===== src/rtl/enc_pkg.sv =====
// Shared types and quadrature decode helpers for the encoder line trigger.
package enc_pkg;

   typedef enum logic [1:0] {STEP_NONE, STEP_FWD, STEP_REV, STEP_ERR} step_t;

   // Forward Gray sequence as {A,B}: A leads B.
   localparam logic [1:0] AB_S0 = 2'b00;
   localparam logic [1:0] AB_S1 = 2'b10;
   localparam logic [1:0] AB_S2 = 2'b11;
   localparam logic [1:0] AB_S3 = 2'b01;

   function automatic logic [1:0] fwd_next(input logic [1:0] ab);
      logic [1:0] w_nxt;
      case (ab)
         AB_S0:   w_nxt = AB_S1;
         AB_S1:   w_nxt = AB_S2;
         AB_S2:   w_nxt = AB_S3;
         default: w_nxt = AB_S0;
      endcase
      return w_nxt;
   endfunction

   function automatic step_t decode_step(input logic [1:0] prev_ab,
                                         input logic [1:0] new_ab,
                                         input logic       x4);
      logic [1:0] w_diff;
      step_t      w_step;
      w_diff = prev_ab ^ new_ab;
      w_step = STEP_NONE;
      if (w_diff == 2'b11) begin
         w_step = STEP_ERR;
      end else if (w_diff != 2'b00) begin
         if (x4) begin
            w_step = (new_ab == fwd_next(prev_ab)) ? STEP_FWD : STEP_REV;
         end else if (!prev_ab[1] && new_ab[1]) begin
            w_step = new_ab[0] ? STEP_REV : STEP_FWD;
         end
      end
      return w_step;
   endfunction

endpackage


===== src/rtl/enc_filter.sv =====
// Two-flop synchroniser plus stability filter; o_valid rises once the first
// trusted filtered value is available and stays set until reset.
module enc_filter #(
   parameter int FILT_LEN = 4
) (
   input  logic CLK,
   input  logic RST_N,
   input  logic i_raw,
   output logic o_filt,
   output logic o_valid
);

   localparam logic [3:0] FILT_M1 = 4'(FILT_LEN - 1);

   logic       r_sync1;
   logic       r_sync2;
   logic       r_last;
   logic       r_filt;
   logic       r_valid;
   logic [3:0] r_cnt;
   logic [2:0] r_warm;

   // r_warm keeps the reset-zeroed pipeline from being mistaken for a real level.
   always_ff @(posedge CLK or negedge RST_N) begin
      if (!RST_N) begin
         r_sync1 <= 1'b0;
         r_sync2 <= 1'b0;
         r_last  <= 1'b0;
         r_filt  <= 1'b0;
         r_valid <= 1'b0;
         r_cnt   <= '0;
         r_warm  <= '0;
      end else begin
         r_sync1 <= i_raw;
         r_sync2 <= r_sync1;
         r_last  <= r_sync2;
         r_warm  <= {r_warm[1:0], 1'b1};
         if (!r_warm[2] || (r_sync2 != r_last)) begin
            r_cnt <= '0;
         end else if (r_cnt != FILT_M1) begin
            r_cnt <= r_cnt + 4'd1;
         end
         if (r_warm[2] && (r_cnt == FILT_M1)) begin
            r_filt  <= r_last;
            r_valid <= 1'b1;
         end
      end
   end

   assign o_filt  = r_filt;
   assign o_valid = r_valid;

endmodule


===== src/rtl/enc_line_trigger.sv =====
// Quadrature position counter that emits a line-start pulse every CFG_DIV
// counts in the scan direction, absorbing backlash before re-arming.
module enc_line_trigger
   import enc_pkg::*;
#(
   parameter int FILT_LEN = 4,
   parameter int POS_W    = 32,
   parameter int DIV_W    = 16
) (
   input  logic             CLK,
   input  logic             RST_N,
   input  logic             ENC_A,
   input  logic             ENC_B,
   input  logic             ENC_Z,
   input  logic             CFG_X4,
   input  logic             CFG_DIR,
   input  logic             CFG_ZCLR,
   input  logic [DIV_W-1:0] CFG_DIV,
   input  logic             CLR,
   input  logic             LINE_BUSY,
   output logic             LINE_TRIG,
   output logic [POS_W-1:0] POS,
   output logic             DIR,
   output logic             ERR_SEQ,
   output logic             OVERRUN,
   output logic [DIV_W-1:0] MISSED
);

   localparam logic [POS_W-1:0] POS_ONE = POS_W'(1);
   localparam logic [DIV_W-1:0] DIV_ONE = DIV_W'(1);

   logic [2:0] w_raw;
   logic [2:0] w_filt;
   logic [2:0] w_valid;

   assign w_raw = {ENC_A, ENC_B, ENC_Z};

   for (genvar gi = 0; gi < 3; gi++) begin : g_filt
      enc_filter #(.FILT_LEN(FILT_LEN)) u_filt (
         .CLK    (CLK),
         .RST_N  (RST_N),
         .i_raw  (w_raw[gi]),
         .o_filt (w_filt[gi]),
         .o_valid(w_valid[gi])
      );
   end

   logic [1:0]       r_ab_prev;
   logic             r_ab_valid;
   logic             r_z_prev;
   logic             r_z_valid;
   logic [POS_W-1:0] r_pos;
   logic             r_dir;
   logic             r_err;
   logic             r_ovr;
   logic [DIV_W-1:0] r_missed;
   logic [DIV_W-1:0] r_div_cnt;
   logic [DIV_W-1:0] r_debt;
   logic             r_trig;

   step_t            w_step;
   logic             w_counted;
   logic             w_with;
   logic             w_z_rise;
   logic [DIV_W:0]   w_div_inc;
   logic             w_fire;

   always_comb begin
      w_step    = r_ab_valid ? decode_step(r_ab_prev, w_filt[2:1], CFG_X4) : STEP_NONE;
      w_counted = (w_step == STEP_FWD) || (w_step == STEP_REV);
      w_with    = ((w_step == STEP_FWD) && !CFG_DIR) || ((w_step == STEP_REV) && CFG_DIR);
      w_z_rise  = r_z_valid && w_filt[0] && !r_z_prev;
      w_div_inc = {1'b0, r_div_cnt} + {1'b0, DIV_ONE};
      // Greater-or-equal so a lowered divider fires on the next qualifying step.
      w_fire    = w_with && (r_debt == '0) && (CFG_DIV != '0) &&
                  (w_div_inc >= {1'b0, CFG_DIV});
   end

   always_ff @(posedge CLK or negedge RST_N) begin
      if (!RST_N) begin
         r_ab_prev  <= '0;
         r_ab_valid <= 1'b0;
         r_z_prev   <= 1'b0;
         r_z_valid  <= 1'b0;
         r_pos      <= '0;
         r_dir      <= 1'b0;
         r_err      <= 1'b0;
         r_ovr      <= 1'b0;
         r_missed   <= '0;
         r_div_cnt  <= '0;
         r_debt     <= '0;
         r_trig     <= 1'b0;
      end else begin
         r_trig    <= 1'b0;
         r_z_valid <= w_valid[0];
         r_z_prev  <= w_filt[0];
         if (&w_valid[2:1]) begin
            r_ab_valid <= 1'b1;
            r_ab_prev  <= w_filt[2:1];
         end
         if (CLR) begin
            r_pos     <= '0;
            r_div_cnt <= '0;
            r_debt    <= '0;
            r_err     <= 1'b0;
            r_ovr     <= 1'b0;
            r_missed  <= '0;
         end else begin
            if (w_step == STEP_ERR) begin
               r_err <= 1'b1;
            end
            if (CFG_ZCLR && w_z_rise) begin
               r_pos <= '0;
            end else if (w_step == STEP_FWD) begin
               r_pos <= r_pos + POS_ONE;
            end else if (w_step == STEP_REV) begin
               r_pos <= r_pos - POS_ONE;
            end
            if (w_counted) begin
               r_dir <= (w_step == STEP_REV);
               if (w_with) begin
                  if (r_debt != '0) begin
                     r_debt <= r_debt - DIV_ONE;
                  end else if (CFG_DIV != '0) begin
                     r_div_cnt <= w_fire ? '0 : w_div_inc[DIV_W-1:0];
                  end
               end else if (r_debt != '1) begin
                  r_debt <= r_debt + DIV_ONE;
               end
            end
            if (w_fire) begin
               if (LINE_BUSY) begin
                  r_ovr <= 1'b1;
                  if (r_missed != '1) begin
                     r_missed <= r_missed + DIV_ONE;
                  end
               end else begin
                  r_trig <= 1'b1;
               end
            end
         end
      end
   end

   assign LINE_TRIG = r_trig;
   assign POS       = r_pos;
   assign DIR       = r_dir;
   assign ERR_SEQ   = r_err;
   assign OVERRUN   = r_ovr;
   assign MISSED    = r_missed;

endmodule


===== config.mk =====
export PLATFORM = sky130hd
export DESIGN_NAME = enc_line_trigger
export DESIGN_NICKNAME = d
export VERILOG_FILES = /design/src/rtl/enc_pkg.sv /design/src/rtl/enc_filter.sv /design/src/rtl/enc_line_trigger.sv
export SDC_FILE = /design/constraint.sdc
export NUM_CORES = 1
export LEC_CHECK = 0
export CORE_MARGIN = 2
export CORE_UTILIZATION = 60
export DETAILED_ROUTE_END_ITERATION = 7
export PLACE_DENSITY = 0.83
export SYNTH_ARGS = -nofsm -noshare
export SYNTH_HDL_FRONTEND = slang
export SYNTH_SLANG_ARGS = --single-unit

===== constraint.sdc =====
create_clock -name CLK -period 10.84 [get_ports CLK]
set_clock_uncertainty 0.2 [all_clocks]
set_input_delay 2.168 -clock CLK [delete_from_list [all_inputs] [get_ports CLK]]
set_output_delay 2.168 -clock CLK [all_outputs]
set_load 0.05 [all_outputs]

==> results of run 1 <==
## per-stage QoR
stage / setup WS (ns) / cell area (µm²) / hold slack [ns] / power [µW]
floorplan: 4.27 / 8100 / 0.131 / 2080
global placement: 3.91 / 9020 / 0.131 / 2420
detailed placement: 3.77 / 9020 / 0.135 / 2450
CTS: 4.22 / 9590 / 0.148 / 3000
global route: 3.82 / 9590 / 0.152 / 3240
finish: 4.17 / 9590 / 0.147 / 3010
## power groups by stage
stage / Sequential (µW) / Combinational [µW] / Clock, µW
floorplan: 723 / 1350 / 0
global placement: 579 / 1850 / 0
detailed placement: 581 / 1870 / 0
CTS: 575 / 1890 / 543
global route: 584 / 2090 / 563
finish: 574 / 1900 / 536
## worst min path at each step
stage                                           endpoint  slack, ns  depth (start not counted)
global route        g_filt[0].u_filt.r_warm[2]$_DFF_PN0_       0.15                          0
CTS                 g_filt[0].u_filt.r_warm[2]$_DFF_PN0_       0.15                          0
detailed placement  g_filt[0].u_filt.r_warm[2]$_DFF_PN0_       0.13                          0
finish              g_filt[0].u_filt.r_warm[2]$_DFF_PN0_       0.15                          0
global placement      g_filt[0].u_filt.r_sync2$_DFF_PN0_       0.13                          0
floorplan             g_filt[0].u_filt.r_sync2$_DFF_PN0_       0.13                          0
## cell usage in the layout (no fill, tap or decap), drive strengths merged, types with 10 or more instances in the layout
master           n
clkbuf          19
xnor2           34
mux2i           10
ha              77
a21oi           73
nand4           22
nand2           88
nand3           46
clkdlybuf4s50   76
nor3            17
nand2b          16
inv             41
dfrtp          119
and3            15
nor2            95
xor2            44
nor2b           14
nor4            11
o21ai           38
a21o            25
## metal layers
layer	wire [µm]	vias to the layer above	GRT usage, %
met1	8330	3319	34.1
met4	330	0	9.56
met3	649	24	5.14
li1	-	3410	-
met5	0	-	0
met2	8750	155	43.7
## cell usage after synthesis, types with 17 or more instances
cell | number | area [µm²]
dfrtp_1 | 119 | 2980
nor2_1 | 95 | 357
nand2_1 | 88 | 330
ha_1 | 77 | 963
a21oi_1 | 73 | 365
nand3_1 | 46 | 230
xor2_1 | 44 | 385
inv_1 | 40 | 150
o21ai_0 | 35 | 175
xnor2_1 | 34 | 298
a21o_1 | 25 | 188
clkbuf_1 | 24 | 90.1
nand4_1 | 22 | 138
nor3_1 | 17 | 85.1
## cells by family (layout without fill, tap and decap cells)
logic type / Yosys count / count (layout) / share of synthesized area (%)
multiplexers: 16 / 16 / 2.07
buffers and inverters: 70 / 154 / 3.28
other: 1 / 1 / 0.0463
adder cells (fa/ha/maj): 80 / 80 / 12.4
XOR/XNOR: 78 / 78 / 8.44
AND/OR/NAND/NOR: 354 / 354 / 21.1
flip-flops: 119 / 119 / 36.8
AO/OA/AOI/OAI: 198 / 198 / 15.9
## layout make-up
type	instances	area share (%)
Inverter	40	1.57
Clock buffer	19	4.62
Timing Repair Buffer	82	8.40
Clock inverter	13	1.32
Multi-Input combinational cell	727	50.7
Tap cell	176	2.30
Sequential cell	119	31.1
## sequential cells by signal, summed over array words and instances (netlist names), 2 cells and up
name and cells:
r_debt 16, r_div_cnt 16, POS 32, g_filt.u_filt.r_cnt 12
g_filt.u_filt.r_sync2 3, r_ab_prev 2, g_filt.u_filt.r_warm 3, g_filt.u_filt.r_last 3
MISSED 16, g_filt.u_filt.o_filt 3, g_filt.u_filt.o_valid 3, g_filt.u_filt.r_sync1 3
## critical path, cell delays in order
cell             delay (ns)
clkdlybuf4s50_1        0.46
and3_1                 0.19
a21oi_1                0.10
o21ai_0                0.08
maj3_1                 0.33
nand2_1                0.10
inv_1                  0.08
ha_1                   0.27
inv_1                  0.08
buf_4                  0.36
ha_1                   0.39
a21o_1                 0.21
a21o_1                 0.20
a2111oi_1              0.47
o41ai_1                0.19
a31oi_4                0.23
o21ai_2                0.11
a2111oi_2              0.39
mux2i_1                0.23
nand3_1                0.08
==> results.json, run 1 <==
{
  "timing.setup.tns_ns": 0,
  "hold_buffers": 0,
  "synth_nets": 1020,
  "dr.pass1.iters": 5,
  "synth_ff_type": "dfrtp_1",
  "post_cts_buffers": 0,
  "drive_gt1_share_pct": 5.30,
  "hold_class": "register to register",
  "dieArea_um2": 14400,
  "synth_cell_types": 66,
  "tightest_slew_ns": 1.28,
  "p_int_uw": 1650,
  "antenna_found_initial": 0,
  "syn-instance-count": 916,
  "initial_core_util_pct": 61.4,
  "grtUsageTotal_pct": 26.2,
  "num_io_pins": 78,
  "synth_area_per_cell_um2": 8.84,
  "nNetsFinal": 1091,
  "syn_to_final_growth_pct": 18.4,
  "final-hold-violation-count": 0,
  "max_freq_ghz": 0.150,
  "finalSetupViolations": 0,
  "critPathKind": "input pin to register",
  "startpoint_type": "input pin",
  "reg2reg_setup_slack_ns": 5.77,
  "post_cts_resize_count": 0,
  "grt_setup_unrepaired": "false",
  "yosysSeqAreaShare_pct": 36.8,
  "row_count": 42,
  "dieWidth_um": 120,
  "p_leak_uw": 0.00453,
  "path_max_fanout": 36,
  "drt_iter0_markers": 514,
  "seqCellArea_um2": 2980,
  "finalCritPeriodShare_pct": 61.5,
  "ir_drop_v": 0.000198,
  "cp-end-kind": "register",
  "wl_mm": 18.1,
  "place.gp.congestion": 0.877,
  "yosysWarnings": 0,
  "reg2reg_to": "POS[29]$_DFFE_PN0P_",
  "drv_cap": 0,
  "period_minus_slack_ns": 6.67,
  "ys_ff_latch": 119,
  "avgRoutedWirePerCell_um": 15.4,
  "p_clk_share_pct": 17.8,
  "crit_required_ns": 10.94,
  "cp-endpoint": "POS[29]$_DFFE_PN0P_",
  "p_sw_share_pct": 45.2,
  "grt_pass1_wl_mm": 30.6,
  "die_y_um": 120,
  "ff2ff_path_depth": 20,
  "final_core_util_pct": 72.7,
  "grt-ovfl-total": 0,
  "finalMaxSlewViolations": 0,
  "crit_path_start": "CFG_X4",
  "multi_input_area_um2": 4860,
  "clockBufferDepth": 2,
  "p_switching_uw": 1360,
  "core_area_um2": 13200,
  "grt_pass1_vias": 6651,
  "viasPerCell": 5.87,
  "status": "finished clean",
  "powerDensity_nw_per_um2": 314,
  "ant_nets": 0,
  "n_fill_cell": 989,
  "cts_tree": "yes",
  "vias": 6908,
  "relSlewSlack_pct": 13.5,
  "grt_max_degree": 64,
  "place_hpwl_mm": 12.4,
  "power_frac_seq_pct": 19.1,
  "synth_edf_count": 0,
  "drc": 0,
  "clock-sinks": 119,
  "crit_arrival_ns": 6.77,
  "antenna_cells": 0,
  "hold_start": "g_filt[2].u_filt.r_warm[1]$_DFF_PN0_",
  "r2r-start": "g_filt[2].u_filt.o_filt$_DFFE_PN0P_",
  "fin_cells": 1176,
  "numCtsBuffers": 17,
  "ys_async_sr_fraction_pct": 100,
  "place_inst": 1144,
  "clk_pin_slew_ns": 0.06,
  "portBuffers": 77,
  "synthesis.area_um2": 8100,
  "h-tree-depth": 4,
  "root_buffer": "clkbuf_16",
  "worstSkewPairLatency_ns": 0.42,
  "power_frac_comb_pct": 63.2
}
Power figures use the tool's default switching activity.
==> inputs of run 2 (changes only) <==
CORE_UTILIZATION = 53   (was 60)
PLACE_DENSITY = 0.78   (was 0.83)
clock period = 5.7 ns   (was 10.84 ns; I/O delays follow)
==> results.json, run 2 (synthesized netlist as in run 1, its figures left out) <==
{
  "status": "finished clean",
  "timing.setup.tns_ns": 0,
  "die_y_um": 128,
  "clk_pin_slew_ns": 0.06,
  "grt-ovfl-total": 0,
  "place_area_um2": 9160,
  "layout_common_cells": "dfrtp_1, nor2_1, nand2_1",
  "root_buffer": "clkbuf_16",
  "path_max_fanout": 27,
  "viasPerCell": 5.72,
  "hold_class": "register to register",
  "grt_max_degree": 47,
  "place_hpwl_mm": 12.9,
  "startpoint_type": "input pin",
  "worstSkewPairLatency_ns": 0.42,
  "core_area_um2": 15100,
  "crit_chain": "clkdlybuf4s50_1 > and3_1 > a21oi_1 > o21ai_0 > maj3_1 > nand2_1 > inv_1 > ha_1 > inv_1 > buf_12 > ha_1 > a21oi_1 > o2bb2ai_1 > a2111o_1 > a41oi_2 > o211ai_1 > a311o_1 > a221oi_1 > xor2_1 > o21ai_1",
  "fin_ws_ns": 0.376,
  "post_cts_resize_count": 0,
  "crit_path_top_delay_cell": "clkdlybuf4s50_1",
  "drv_cap": 0,
  "reg2reg_setup_slack_ns": 0.96,
  "grt_pass1_wl_mm": 31.6,
  "multi_input_area_um2": 4860,
  "drc": 0,
  "row_count": 45,
  "ir_drop_v": 0.000346,
  "avgRoutedWirePerCell_um": 15.3,
  "grtUsageTotal_pct": 23.8,
  "drive_gt1_share_pct": 6.52,
  "crit_family": "compound AO/OA/AOI/OAI gates",
  "cp-end-kind": "register",
  "clockBufferDepth": 2,
  "place.gp.congestion": 0.927,
  "wl_mm": 18.4,
  "finalCritPeriodShare_pct": 93.4,
  "grt_pass1_vias": 6605,
  "vias": 6877,
  "dieWidth_um": 128,
  "max_freq_ghz": 0.188,
  "grt_setup_unrepaired": "false",
  "syn_to_final_growth_pct": 21.2,
  "final-hold-violation-count": 0,
  "largest_register_ffs": 32,
  "post-place-ws_ns": -0.0124,
  "tightest_slew_ns": 1.13,
  "layout_commonest_cell": "dfrtp_1",
  "p_leak_uw": 0.00465,
  "n_fill_cell": 1231,
  "finalMaxSlewViolations": 0,
  "cts_tree": "yes",
  "relSlewSlack_pct": 24.8,
  "crit_arrival_ns": 5.42,
  "hold_buffers": 0,
  "antenna_found_initial": 1,
  "numCtsBuffers": 17,
  "post_cts_buffers": 0,
  "finalSetupViolations": 0,
  "dieArea_um2": 16300,
  "critical_path_buf_inv_count": 4,
  "clock-sinks": 119,
  "powerDensity_nw_per_um2": 608,
  "num_io_pins": 78,
  "dr.pass1.iters": 5,
  "period_minus_slack_ns": 5.32,
  "crit_required_ns": 5.80,
  "max_stage_delay_ns": 0.46,
  "ant_nets": 0,
  "seqCellArea_um2": 2980,
  "design_area_um2": 9820,
  "h-tree-depth": 4,
  "portBuffers": 77,
  "drt_iter0_markers": 481,
  "critPathKind": "input pin to register",
  "initial_core_util_pct": 53.7,
  "nNetsFinal": 1106
}
[run 2: cell types whose count changed in the layout (fill, tap and decap cells not counted)]
cell       change
bufinv_16      +5
clkbuf_8       -1
clkinv_2       -1
buf_12         +1
diode_2        +1
clkinv_4       -4
buf_4         +14
inv_6          -1
[run 2: worst register-to-register path: cells and delay by family, from the launching register on]
kind                     cells  cell delay, ns
AO/OA/AOI/OAI               10            2.20
XOR/XNOR                     2            0.38
adder cells (fa/ha/maj)      3            0.82
buffers and inverters        3            0.34
flip-flops                   1            0.41
AND/OR/NAND/NOR              2            0.28
[run 2: cell type report]
type	count	share of cell area, %
Clock buffer	18	4.37
Inverter	40	1.53
Timing Repair Buffer	97	9.48
Clock inverter	12	2.32
Multi-Input combinational cell	727	49.5
Sequential cell	119	30.3
Tap cell	188	2.40
Antenna cell	1	0.0255
[run 2: final timing paths]
kind,from,end,depth (start not counted)
setup / recovery,CFG_X4,POS[28]$_DFFE_PN0P_,20
hold / removal,g_filt[2].u_filt.r_sync1$_DFF_PN0_,g_filt[2].u_filt.r_sync2$_DFF_PN0_,0
setup reg to reg,r_ab_prev[0]$_DFFE_PN0P_,POS[28]$_DFFE_PN0P_,20
hold reg to reg,g_filt[2].u_filt.r_sync1$_DFF_PN0_,g_filt[2].u_filt.r_sync2$_DFF_PN0_,0
max in group asynchronous,RST_N,MISSED[6]$_DFFE_PN0P_,2
min in group asynchronous,RST_N,POS[15]$_DFFE_PN0P_,1
[run 2: metrics by stage]
stage / utilization [%] / instances / total power (µW) / hold WS, ns
after floorplan: - / 916 / 3950 / 0.131
after global placement: 60.7 / 1171 / 4670 / 0.131
after detailed placement: 60.7 / 1171 / 4710 / 0.137
after CTS: 65.0 / 1201 / 5960 / 0.150
after global routing: 65.1 / 1202 / 6430 / 0.160
final: 65.1 / 1202 / 5970 / 0.150
[run 2: power by group]
| part | internal [µW] | switching (µW) |
|---|---|---|
| registers | 967 | 130 |
| clock network | 815 | 392 |
| logic | 1590 | 2080 |
[run 2: metal layers]
metal / track usage (%) / share of wire [%] / vias up
met4: 7.95 / 1.9 / 0
met1: 32.7 / 47 / 3260
met5: 0 / 0 / -
met3: 4.77 / 3.8 / 20
li1: - / - / 3444
met2: 37.7 / 47 / 153
